`src/rtl/bram_read_streamer.sv`:
```
// Purpose : sweeps a (base, count) range of one BRAM read port and streams it out as valid/ready.
// Latency : command accepted at edge k -> first out_valid after edge k+2, then 1 word/cycle.
// Backpressure: full; reads are issued only when the skid FIFO has a free slot for them.
//
// Ports:
//   clk, reset                 single clock, synchronous active-high reset
//   cmd_valid/cmd_ready        command handshake; cmd_base = first address, cmd_count = words (0..2**ADDR)
//   bram_addr / bram_dout      BRAM read port; dout is valid one cycle after addr
//   out_valid/out_ready        output stream handshake; out_data = word, out_last = final word
//   done                       one-cycle pulse after the command is fully delivered
module bram_read_streamer #(
  parameter int DATA       = 72,
  parameter int ADDR       = 10,
  parameter int FIFO_DEPTH = 2
) (
  input  logic            clk,
  input  logic            reset,
  input  logic            cmd_valid,
  output logic            cmd_ready,
  input  logic [ADDR-1:0] cmd_base,
  input  logic [ADDR:0]   cmd_count,
  output logic [ADDR-1:0] bram_addr,
  input  logic [DATA-1:0] bram_dout,
  output logic            out_valid,
  input  logic            out_ready,
  output logic [DATA-1:0] out_data,
  output logic            out_last,
  output logic            done
);

  localparam int PW = (FIFO_DEPTH > 1) ? $clog2(FIFO_DEPTH) : 1;
  // One extra bit so occupancy plus the in-flight read never overflows.
  localparam int CW = $clog2(FIFO_DEPTH + 1) + 1;

  typedef enum logic {S_IDLE, S_RUN} state_e;

  state_e          state_q, state_d;
  logic [ADDR-1:0] addr_q, addr_d;
  logic [ADDR:0]   remain_q, remain_d;
  logic            pending_q, pending_d;
  logic            last_pend_q, last_pend_d;
  logic            done_q, done_d;

  // Skid FIFO absorbing the reads already in flight when the consumer stalls.
  logic [DATA-1:0] fifo_dat_q  [FIFO_DEPTH];
  logic            fifo_last_q [FIFO_DEPTH];
  logic [PW-1:0]   rd_ptr_q, wr_ptr_q;
  logic [CW-1:0]   fifo_cnt_q;

  logic          push, pop, issue;
  logic [CW-1:0] occ;

  function automatic logic [PW-1:0] ptr_inc(input logic [PW-1:0] p);
    return (p == PW'(FIFO_DEPTH - 1)) ? '0 : p + PW'(1);
  endfunction

  assign out_valid = (fifo_cnt_q != '0);
  assign out_data  = fifo_dat_q[rd_ptr_q];
  assign out_last  = out_valid & fifo_last_q[rd_ptr_q];
  assign cmd_ready = (state_q == S_IDLE);
  assign bram_addr = addr_q;
  assign done      = done_q;

  assign pop  = out_valid & out_ready;
  assign push = pending_q;

  // Slots committed after this edge: stored words plus the read landing now, minus the word leaving.
  // pop implies fifo_cnt_q >= 1, so the subtraction cannot underflow.
  assign occ   = fifo_cnt_q + CW'(pending_q) - CW'(pop);
  assign issue = (state_q == S_RUN) && (remain_q != '0) && (occ < CW'(FIFO_DEPTH));

  always_comb begin
    state_d     = state_q;
    addr_d      = addr_q;
    remain_d    = remain_q;
    pending_d   = issue;
    last_pend_d = last_pend_q;
    done_d      = 1'b0;
    case (state_q)
      S_IDLE: begin
        if (cmd_valid) begin
          addr_d   = cmd_base;
          remain_d = cmd_count;
          if (cmd_count != '0) state_d = S_RUN;
          else                 done_d  = 1'b1;
        end
      end
      S_RUN: begin
        if (issue) begin
          addr_d      = addr_q + ADDR'(1);  // wraps naturally at 2**ADDR
          remain_d    = remain_q - (ADDR+1)'(1);
          last_pend_d = (remain_q == (ADDR+1)'(1));
        end
        if (pop && out_last) begin
          state_d = S_IDLE;
          done_d  = 1'b1;
        end
      end
      default: state_d = S_IDLE;
    endcase
  end

  always_ff @(posedge clk) begin
    if (reset) begin
      state_q     <= S_IDLE;
      addr_q      <= '0;
      remain_q    <= '0;
      pending_q   <= 1'b0;
      last_pend_q <= 1'b0;
      done_q      <= 1'b0;
      rd_ptr_q    <= '0;
      wr_ptr_q    <= '0;
      fifo_cnt_q  <= '0;
    end else begin
      state_q     <= state_d;
      addr_q      <= addr_d;
      remain_q    <= remain_d;
      pending_q   <= pending_d;
      last_pend_q <= last_pend_d;
      done_q      <= done_d;
      if (push) wr_ptr_q <= ptr_inc(wr_ptr_q);
      if (pop)  rd_ptr_q <= ptr_inc(rd_ptr_q);
      fifo_cnt_q <= fifo_cnt_q + CW'(push) - CW'(pop);
    end
  end

  // Payload storage needs no reset; it is only observed while fifo_cnt_q says it is valid.
  always_ff @(posedge clk) begin
    if (push) begin
      fifo_dat_q[wr_ptr_q]  <= bram_dout;
      fifo_last_q[wr_ptr_q] <= last_pend_q;
    end
  end

endmodule
```
`config.mk`:
```
export PLATFORM = sky130hd
export DESIGN_NAME = bram_read_streamer
export DESIGN_NICKNAME = d
export VERILOG_FILES = /design/src/rtl/bram_read_streamer.sv
export SDC_FILE = /design/constraint.sdc
export NUM_CORES = 1
export LEC_CHECK = 0
export CELL_PAD_IN_SITES_DETAIL_PLACEMENT = 1
export CELL_PAD_IN_SITES_GLOBAL_PLACEMENT = 2
export CORE_UTILIZATION = 30
export DETAILED_ROUTE_END_ITERATION = 8
export PLACE_DENSITY_LB_ADDON = 0.1
export SLEW_MARGIN = 20
export SYNTH_ARGS = -nofsm -noshare
export SYNTH_HDL_FRONTEND = slang
export SYNTH_SLANG_ARGS = --single-unit
```
`constraint.sdc`:
```
create_clock -name clk -period 5.7 [get_ports clk]
set_input_delay 0.57 -clock clk [delete_from_list [all_inputs] [get_ports clk]]
set_output_delay 0.57 -clock clk [all_outputs]
set_load 0.005 [all_outputs]
```
-- Word-level counts from Yosys, hierarchy flattened
Memory sizes are Yosys's and may differ from the RTL's. A register that Yosys moved wholly into a read port is not among the register bits.
Index checks and enable logic that the tools add are counted.
- register bits after elaboration: 30
- bits in latches: 0
- bits in writable memories: 146
- bits in read-only memories: 0
- output and inout port bits: 86
- word-level logic and storage cells: 54
- memories: 2
- memory list (memory ; depth ; width ; rd ports ; clocked after Yosys merged registers in ; write ports ; line ; source):
    fifo_dat_q ; 2 ; 72 ; 1 ; 1 ; 1 ; 45 ; logic [DATA-1:0] fifo_dat_q [FIFO_DEPTH];
    fifo_last_q ; 2 ; 1 ; 1 ; 1 ; 1 ; 46 ; logic fifo_last_q [FIFO_DEPTH];
- $add $sub $neg: 6
- $mul: 0
- divide/modulo/power cells: 0
- magnitude comparators: 1
- eq/ne operators: 3
- shifts and indexed selects: 0
- multiplexer cells: 22
- bitwise gates (word level): 3
- reductions and logical operators: 8
- operator list (kind ; count):
    $mux W11 ; 2
    $pmux W11 S2 ; 1
    $reduce_bool A11 Y1 ; 2
    $mux W10 ; 2
    $pmux W10 S2 ; 1
    $mux W1 ; 14
    $eq A11 B1 Y1 const B ; 1
    $sub A11 B1 Y11 const B ; 1
    $add A10 B1 Y10 const B ; 1
    $pmux W1 S2 ; 2
    $reduce_and A2 Y1 ; 2
    $add A3 B1 Y3 ; 1
    $logic_and A1 B1 Y1 ; 3
    $lt A3 B2 Y1 const B ; 1
    $reduce_bool A3 Y1 ; 1
    $sub A3 B1 Y3 ; 1
    $add A1 B1 Y1 const B ; 2
    $and A1 B1 Y1 ; 2
    $ne A2 B1 Y1 const B ; 1
    $ne A2 B2 Y1 const B ; 1
    $not A1 Y1 ; 1

-- Longest topological paths before layout
Gate-level depths: netlist (run 1).
- depth in word-level cells: 7
- mapped depth: 12

-- Worst setup path before layout (run 1)
No wires, ideal clock.
- kind: register -> register
- from: reg pending_q
- to: mem fifo_dat_q[0][0], enable pin
- library setup time: 513 ps
- data arrival time: 3612 ps
- required time: 5187 ps
- setup slack: 1574 ps
- stages on the path, launching flop included: 2
- buffers on the path: 0
- path through: dfxtp_1 -> nor2b_1
- word-level cells in the longest chain between the ends: 2
- RTL lines (element ; line ; source):
    start: declaration ; 40 ; logic pending_q, pending_d;
    start signal: assignment ; 118 ; pending_q <= pending_d;
    $mux W1 ; 129 ; if (push) begin
    $mux W1 (implied by the code) ; 130 ; fifo_dat_q[wr_ptr_q] <= bram_dout;
    end: declaration ; 45 ;
No other way between the ends.

-- Worst setup path after layout (run 1)
- from: reg fifo_cnt_q[0]
- to: reg remain_q[0]
- word-level cells in the longest chain between the ends: 7
- elaborated cells on any way between the ends: 8
- those cells by class: add/sub: 2; order compare: 1; eq/ne: 1; bitwise: 1; reduce/logical: 3
- RTL lines (element ; line ; source):
    start: declaration ; 48 ; logic [CW-1:0] fifo_cnt_q;
    start signal: assignment ; 123 ; fifo_cnt_q <= fifo_cnt_q + CW'(push) - CW'(pop);
    $reduce_bool A3 Y1 ; 57 ; assign out_valid = (fifo_cnt_q != '0);
    $and A1 B1 Y1 ; 64 ; assign pop = out_valid & out_ready;
    named net pop ; 50 ; logic push, pop, issue;
    $sub A3 B1 Y3 ; 69 ; assign occ = fifo_cnt_q + CW'(pending_q) - CW'(pop);
    $lt A3 B2 Y1 ; 70 ; assign issue = (state_q == S_RUN) && (remain_q != '0) && (occ < CW'(FIFO_DEPTH));
    $logic_and A1 B1 Y1 ; 70 ;
    $ne A2 B1 Y1 (no line) ; -- ;
    $reduce_and A2 Y1 (no line) ; -- ;
    end signal: assignment ; 117 ; remain_q <= remain_d;
    end: declaration ; 39 ; logic [ADDR:0] remain_q, remain_d;
The timed path passes the listed nets, and every way through them passes these cells.
A chain may end at the register's enable or synchronous reset.

==> results of run 1 <==
-- final timing paths --
path | slack [ns] | end | startpoint
worst max-delay path | 2.34 | remain_q[0]$_SDFFE_PP0P_ | fifo_cnt_q[0]$_SDFF_PP0_
worst min-delay path | 0.46 | fifo_last_q[0]$_DFFE_PP_ | last_pend_q$_SDFFE_PP0P_
worst max register to register | 2.34 | remain_q[0]$_SDFFE_PP0P_ | fifo_cnt_q[0]$_SDFF_PP0_
worst min register to register | 0.46 | fifo_last_q[0]$_DFFE_PP_ | last_pend_q$_SDFFE_PP0P_
-- registers in the layout (all words and copies together), names as in the netlist, named ones only --
name / count
fifo_dat_q: 144
last_pend_q: 1
done: 1
bram_addr: 10
fifo_cnt_q: 3
rd_ptr_q: 1
pending_q: 1
fifo_last_q: 2
wr_ptr_q: 1
state_q: 1
remain_q: 11
-- cells in the final DEF, fill, tap and decap left out, drive strengths merged, types with 4 or more instances in the layout --
| cell type | Yosys | final |
|---|---|---|
| o21ai | 20 | 20 |
| nor2b | 9 | 9 |
| inv | 11 | 19 |
| nor3 | 6 | 6 |
| and3 | 4 | 4 |
| nor4 | 4 | 4 |
| ha | 6 | 6 |
| dfxtp | 31 | 31 |
| or3 | 4 | 4 |
| a21oi | 30 | 30 |
| nor2 | 17 | 17 |
| buf | 5 | 6 |
| a211oi | 6 | 6 |
| clkbuf | 16 | 17 |
| nand4 | 5 | 5 |
| nand2b | 4 | 4 |
| edfxtp | 146 | 146 |
| nand3 | 11 | 11 |
| clkdlybuf4s50 | 0 | 182 |
| mux2 | 74 | 74 |
| nand2 | 17 | 17 |
-- power groups by stage --
stage	clock network [mW]	logic, mW	registers, mW
after detailed placement	0	1.10	1.73
after floorplan	0	0.637	1.62
final	1.15	1.16	1.64
after global routing	1.24	1.26	1.66
after global placement	0	1.08	1.72
after CTS	1.19	1.11	1.71
-- worst max-delay path, stage by stage (launching register included) --
cell	delay, ns
dfxtp_1	0.32
or3_1	0.43
and2_1	0.21
ha_1	0.27
inv_1	0.05
ha_1	0.20
fa_1	0.38
xor3_1	0.22
nor3b_4	0.28
a21o_1	0.55
o211ai_1	0.17
a21oi_1	0.20
-- logic make-up (layout without fill, tap and decap cells) --
group / Yosys count / after routing / synth area share, %
flip-flops: 177 / 177 / 70.73
AND/OR/NAND/NOR: 90 / 90 / 7.250
multiplexers: 76 / 76 / 12.06
AO/OA/AOI/OAI: 69 / 69 / 5.871
buffers and inverters: 32 / 231 / 2.033
adder cells (fa/ha/maj): 7 / 7 / 1.344
XOR/XNOR: 4 / 4 / 0.7074
-- routing by layer --
layer / wire length, µm / track usage (%)
met5: 0 / 0
met4: 236 / 5.322
met3: 749 / 2.972
met2: 8373 / 24.73
met1: 7590 / 17.93
-- cell type report --
type	count	area [µm²]	share of cell area [%]
clock buffers	17	425.4	4.312
clock inverters	15	148.9	1.509
inverters	11	41.29	0.4185
multi-input cells	246	1943	19.70
flip-flops and latches	177	5009	50.77
well taps	313	391.6	3.970
repair buffers	188	1907	19.33
-- through the flow --
stage,area [µm²],hold slack (ns)
6_report,9866,0.4560
5_1_grt,9866,0.4819
4_1_cts,9804,0.4653
2_1_floorplan,7076,0.4254
3_5_place_dp,9230,0.4491
3_3_place_gp,9230,0.4377
==> results by group, run 1 <==
Run
  – Max-capacitance violation count: 0

Clocking
  – H-tree levels: 4
  – Clock tree buffer depth: 2
  – Post-CTS resize count: 0
  – Clk_lat worst skew: 0.43 ns
  – Root Buffer: clkbuf_16
  – Clk sinks: 177
  – CTS tree: built
  – Post-CTS Setup Repair Bufs: 0
  – Hold_buf cts: 0
  – Reg clk slew, reported paths: 0.07 ns
  – CTS Buf Count: 17

Timing
  – Worst rel slew slack: 47.11%
  – Clock Skews: 0.01238 ns
  – Final Slew Violations: 0
  – Hold Fails Final Rpt: 0
  – TNS Setup: 0 ns
  – Setup violators final: 0
  – Fmax achieved: 297.5 MHz
  – Tmin final: 3.361 ns
  – Worst-Margin Slew: 0.7868 ns
  – Final period util: 58.97%
  – RSZ-0062 raised after global routing: no
  – Worst Setup Slack, final: 2.339 ns

Floorplanning
  – Die Width: 155.6 µm
  – Die ar.: 24200 µm²
  – Initial core utilization: roughly 30%
  – Die Ht: between 150 and 200 µm
  – IO Count: between 150 and 200
  – Core region area: about 23000 µm²
  – # rows: between 50 and 60

Route
  – Detail Route Antenna Nets: 0
  – DR vias/cell: 4.593
  – Vias: 4441
  – Routed WL: roughly 17000 µm
  – DRC Markers: 0
  – Iteration-0 DRC Markers: approximately 190
  – Pre-Repair DR Iteration Count: 4
  – Wire per inst: 17.53 µm

Synthesis
  – Seq/Total Area, Yosys: 70.73%
  – Yosys Warn Count: 0
  – Syn Area/Cell: 15.55 µm²
  – Cell taking the most area after synthesis: edfxtp_1
  – Share of the synthesized area in the top cell type: 61.96%
  – Synth top cells by count: edfxtp_1, mux2_2, dfxtp_1
  – Top_reg_cell synth: edfxtp_1
  – Synth Cell Area: 7076 µm²
  – Area contributors post-synth: edfxtp_1, mux2_2, dfxtp_1
  – Netlist cell types: 46
  – Synthesized flop and latch total: roughly 180
  – FFs w/ async S/R, synth: 0%
  – Most numerous cell in the Yosys netlist: edfxtp_1
  – Synthesized instance count: 455
  – Synth Net Count: ~560
  – EDFF count, synth: 146

Min path
  – Hold path depth: 0
  – Worst Hold Class: flip-flop to flip-flop

Global routing
  – Total grt overflow: 0
  – Vias in the first global route: 4760
  – Initial antenna violation count: 0
  – Pin count of the biggest net entering global routing: 74
  – Gr usage total: 14.43%
  – First-pass GRT wire length: about 26000 µm

Power and ir drop
  – Leak: 3.262 nW
  – Sequential share of power: 41.5%
  – Clock share of power: 29.1%
  – Peak supply drop: about 0.15 mV
  – Sw power: 1.115 mW
  – Comb pwr share: 29.4%
  – Internal: 2.834 mW
  – PwrDens: 400.2 nW/µm²
  – Total power: about 3.9 mW
  – Net Sw Frac: 28.23%

Setup path
  – Crit path capture type: flip-flop
  – Worst EP required: around 6 ns
  – FF-to-FF path depth: 11
  – WP data arrival: 3.71 ns
  – Startpoint types: flip-flop
  – Critical path fanouts, max: 16
  – WS Path Type: flip-flop to flip-flop

Layout
  – Area Overhead vs Synth: 39.43%
  – Fillers: 2341
  – Post-Layout Cell Count: 967
  – Ant. Diodes: 0
  – Final nets: roughly 750
  – Share of layout cells above drive strength 1: 18.50%
  – Final core utilization: a little over two fifths

Placement
  – DP Cell Count: 933
  – Pre-CTS setup slack: 2.004 ns
  – GPL Wtd Cong: 0.7084
  – Port Buffer Count: between 150 and 200
  – Dpl hpwl: 10900 µm

Outcome
  – Status: completed
No activity file was read; power rests on OpenSTA's default activity.
==> run 2: changes to the inputs <==
==> constraint.sdc (replaced) <==
create_clock -name clk -period 3.35 [get_ports clk]
set_input_delay 0.335 -clock clk [delete_from_list [all_inputs] [get_ports clk]]
set_output_delay 0.335 -clock clk [all_outputs]
set_load 0.005 [all_outputs]
==> results by group, run 2 (synthesis gave the netlist of run 1 again) <==
Outcome
  – Status: completed

Placement
  – Dpl hpwl: between 10000 and 15000 µm
  – DP Cell Count: ~940
  – Port Buffer Count: ~180
  – GPL Wtd Cong: 0.7155
  – Pre-CTS setup slack: 0.03630 ns
  – Post-Place Cell Area: approximately 9300 µm²

Timing
  – Final period util: around 95%
  – Tmin final: roughly 3.2 ns
  – Worst Setup Slack, final: 0.1772 ns
  – TNS Setup: 0 ns
  – Hold Fails Final Rpt: 0
  – Worst-Margin Slew: 0.7115 ns
  – RSZ-0062 raised after global routing: no
  – Fmax achieved: 315.2 MHz
  – Final Slew Violations: 0
  – Worst rel slew slack: 52.46%
  – Clock Skews: 0.01028 ns
  – Setup violators final: 0

Min path
  – Worst Hold Class: flip-flop to flip-flop
  – Hold path depth: 0

Clocking
  – H-tree levels: 4
  – Clk_lat worst skew: 0.42 ns
  – Clock tree buffer depth: 2
  – Hold_buf cts: 0
  – CTS tree: built
  – Post-CTS resize count: 0
  – Clk sinks: 177
  – Root Buffer: clkbuf_16
  – Post-CTS Setup Repair Bufs: 0
  – CTS Buf Count: 17
  – Reg clk slew, reported paths: 0.07 ns

Global routing
  – Met3 Use GR: 3.000%
  – Initial antenna violation count: 0
  – First-pass GRT wire length: 25960 µm
  – Met1 Usage GRT: 17.70%
  – Gr usage total: 14.17%
  – GR Util met2: 24.36%
  – Total grt overflow: 0
  – Pin count of the biggest net entering global routing: 74
  – Vias in the first global route: ~4800
  – GR peak layer: met2

Layout
  – Post-Layout Cell Count: 969
  – Ant. Diodes: 0
  – Share of layout cells above drive strength 1: around 18%
  – Largest Register: fifo_dat_q
  – Most frequent cells in the layout: clkdlybuf4s50_1, edfxtp_1, mux2_2
  – Design area: 9899 µm²
  – Final nets: ~750
  – Commonest non-fill, non-tap cell in the layout: clkdlybuf4s50_1
  – Max reg flops: between 100 and 150
  – Area Overhead vs Synth: 39.91%

Route
  – Detail Route Antenna Nets: 0
  – Routed WL: 16780 µm
  – Pre-Repair DR Iteration Count: 4
  – DRC Markers: 0
  – DR vias/cell: 4.617
  – Vias: around 4500
  – Iteration-0 DRC Markers: 219
  – Wire per inst: ~17 µm

Power and ir drop
  – PwrDens: 682.1 nW/µm²
  – Peak supply drop: 0.3029 mV
  – Leak: 3.280 nW
  – Total power: between 6 and 7 mW

Setup path
  – FF-to-FF path depth: 11
  – Crit path capture type: flip-flop
  – Startpoint types: flip-flop
  – WP data arrival: 3.52 ns
  – Critical path fanouts, max: 26
  – Worst EP required: approximately 3.7 ns
  – WS Path Type: flip-flop to flip-flop

Floorplanning
  – Die Width: between 150 and 200 µm
  – # rows: 55
  – Core region area: 22920 µm²
  – Die ar.: 24200 µm²
  – Die Ht: 155.6 µm
  – IO Count: 183
  – Initial core utilization: 30.88%

Run
  – Max-capacitance violation count: 0
[run 2: cell count changes in the layout (fill, tap and decap cells not counted), sizes merged]
cell,previous run,this run
clkbuf,17,18
bufinv,1,2
inv,19,17
buf,6,8
clkinvlp,3,1
clkinv,3,5
[run 2: worst paths after layout]
| kind | end | from | slack (ns) |
|---|---|---|---|
| worst max-delay path | remain_q[8]$_SDFFE_PP0P_ | fifo_cnt_q[0]$_SDFF_PP0_ | 0.18 |
| worst min-delay path | fifo_last_q[1]$_DFFE_PP_ | last_pend_q$_SDFFE_PP0P_ | 0.47 |
| worst max register to register | remain_q[8]$_SDFFE_PP0P_ | fifo_cnt_q[0]$_SDFF_PP0_ | 0.18 |
| worst min register to register | fifo_last_q[1]$_DFFE_PP_ | last_pend_q$_SDFFE_PP0P_ | 0.47 |
[run 2: metal layers]
metal / up-vias / part of all wire [%]
met4: 0 / 1.1
met1: 2250 / 45
met3: 12 / 4.1
li1: 2100 / -
met2: 112 / 50
met5: - / 0
[run 2: layout make-up]
class                      count  area [µm²]
sequential                   177        5009
inverter                      11       41.29
timing repair buffer         190        1939
multi-input combinational    246        1937
tap                          313       391.6
clock buffer                  18       429.2
fill                        2354       13020
clock inverter                14       152.6
[run 2: power breakdown]
part / internal [mW] / switching, mW
clock network: 1.11 / 0.854
logic: 1.18 / 0.796
registers: 2.61 / 0.198
total: 4.90 / 1.85
[run 2: critical path, cell delays in order (launching register included)]
cell and delay [ns]:
dfxtp_1 0.31, or3_1 0.40, and2_1 0.20, ha_1 0.27, inv_1 0.04, ha_1 0.18, fa_1 0.37, xor3_1 0.22
nor3b_4 0.19, a21oi_4 0.58, o21ai_1 0.16, a21oi_1 0.19
[run 2: per-stage QoR]
| stage | util (%) | hold WS (ns) |
|---|---|---|
| 6_report | 43.20 | 0.4665 |
| 5_1_grt | 43.20 | 0.4806 |
| 4_1_cts | 43.08 | 0.4768 |
| 3_5_place_dp | 40.54 | 0.4672 |
| 3_3_place_gp | 40.54 | 0.4561 |
| 2_1_floorplan | - | 0.4254 |
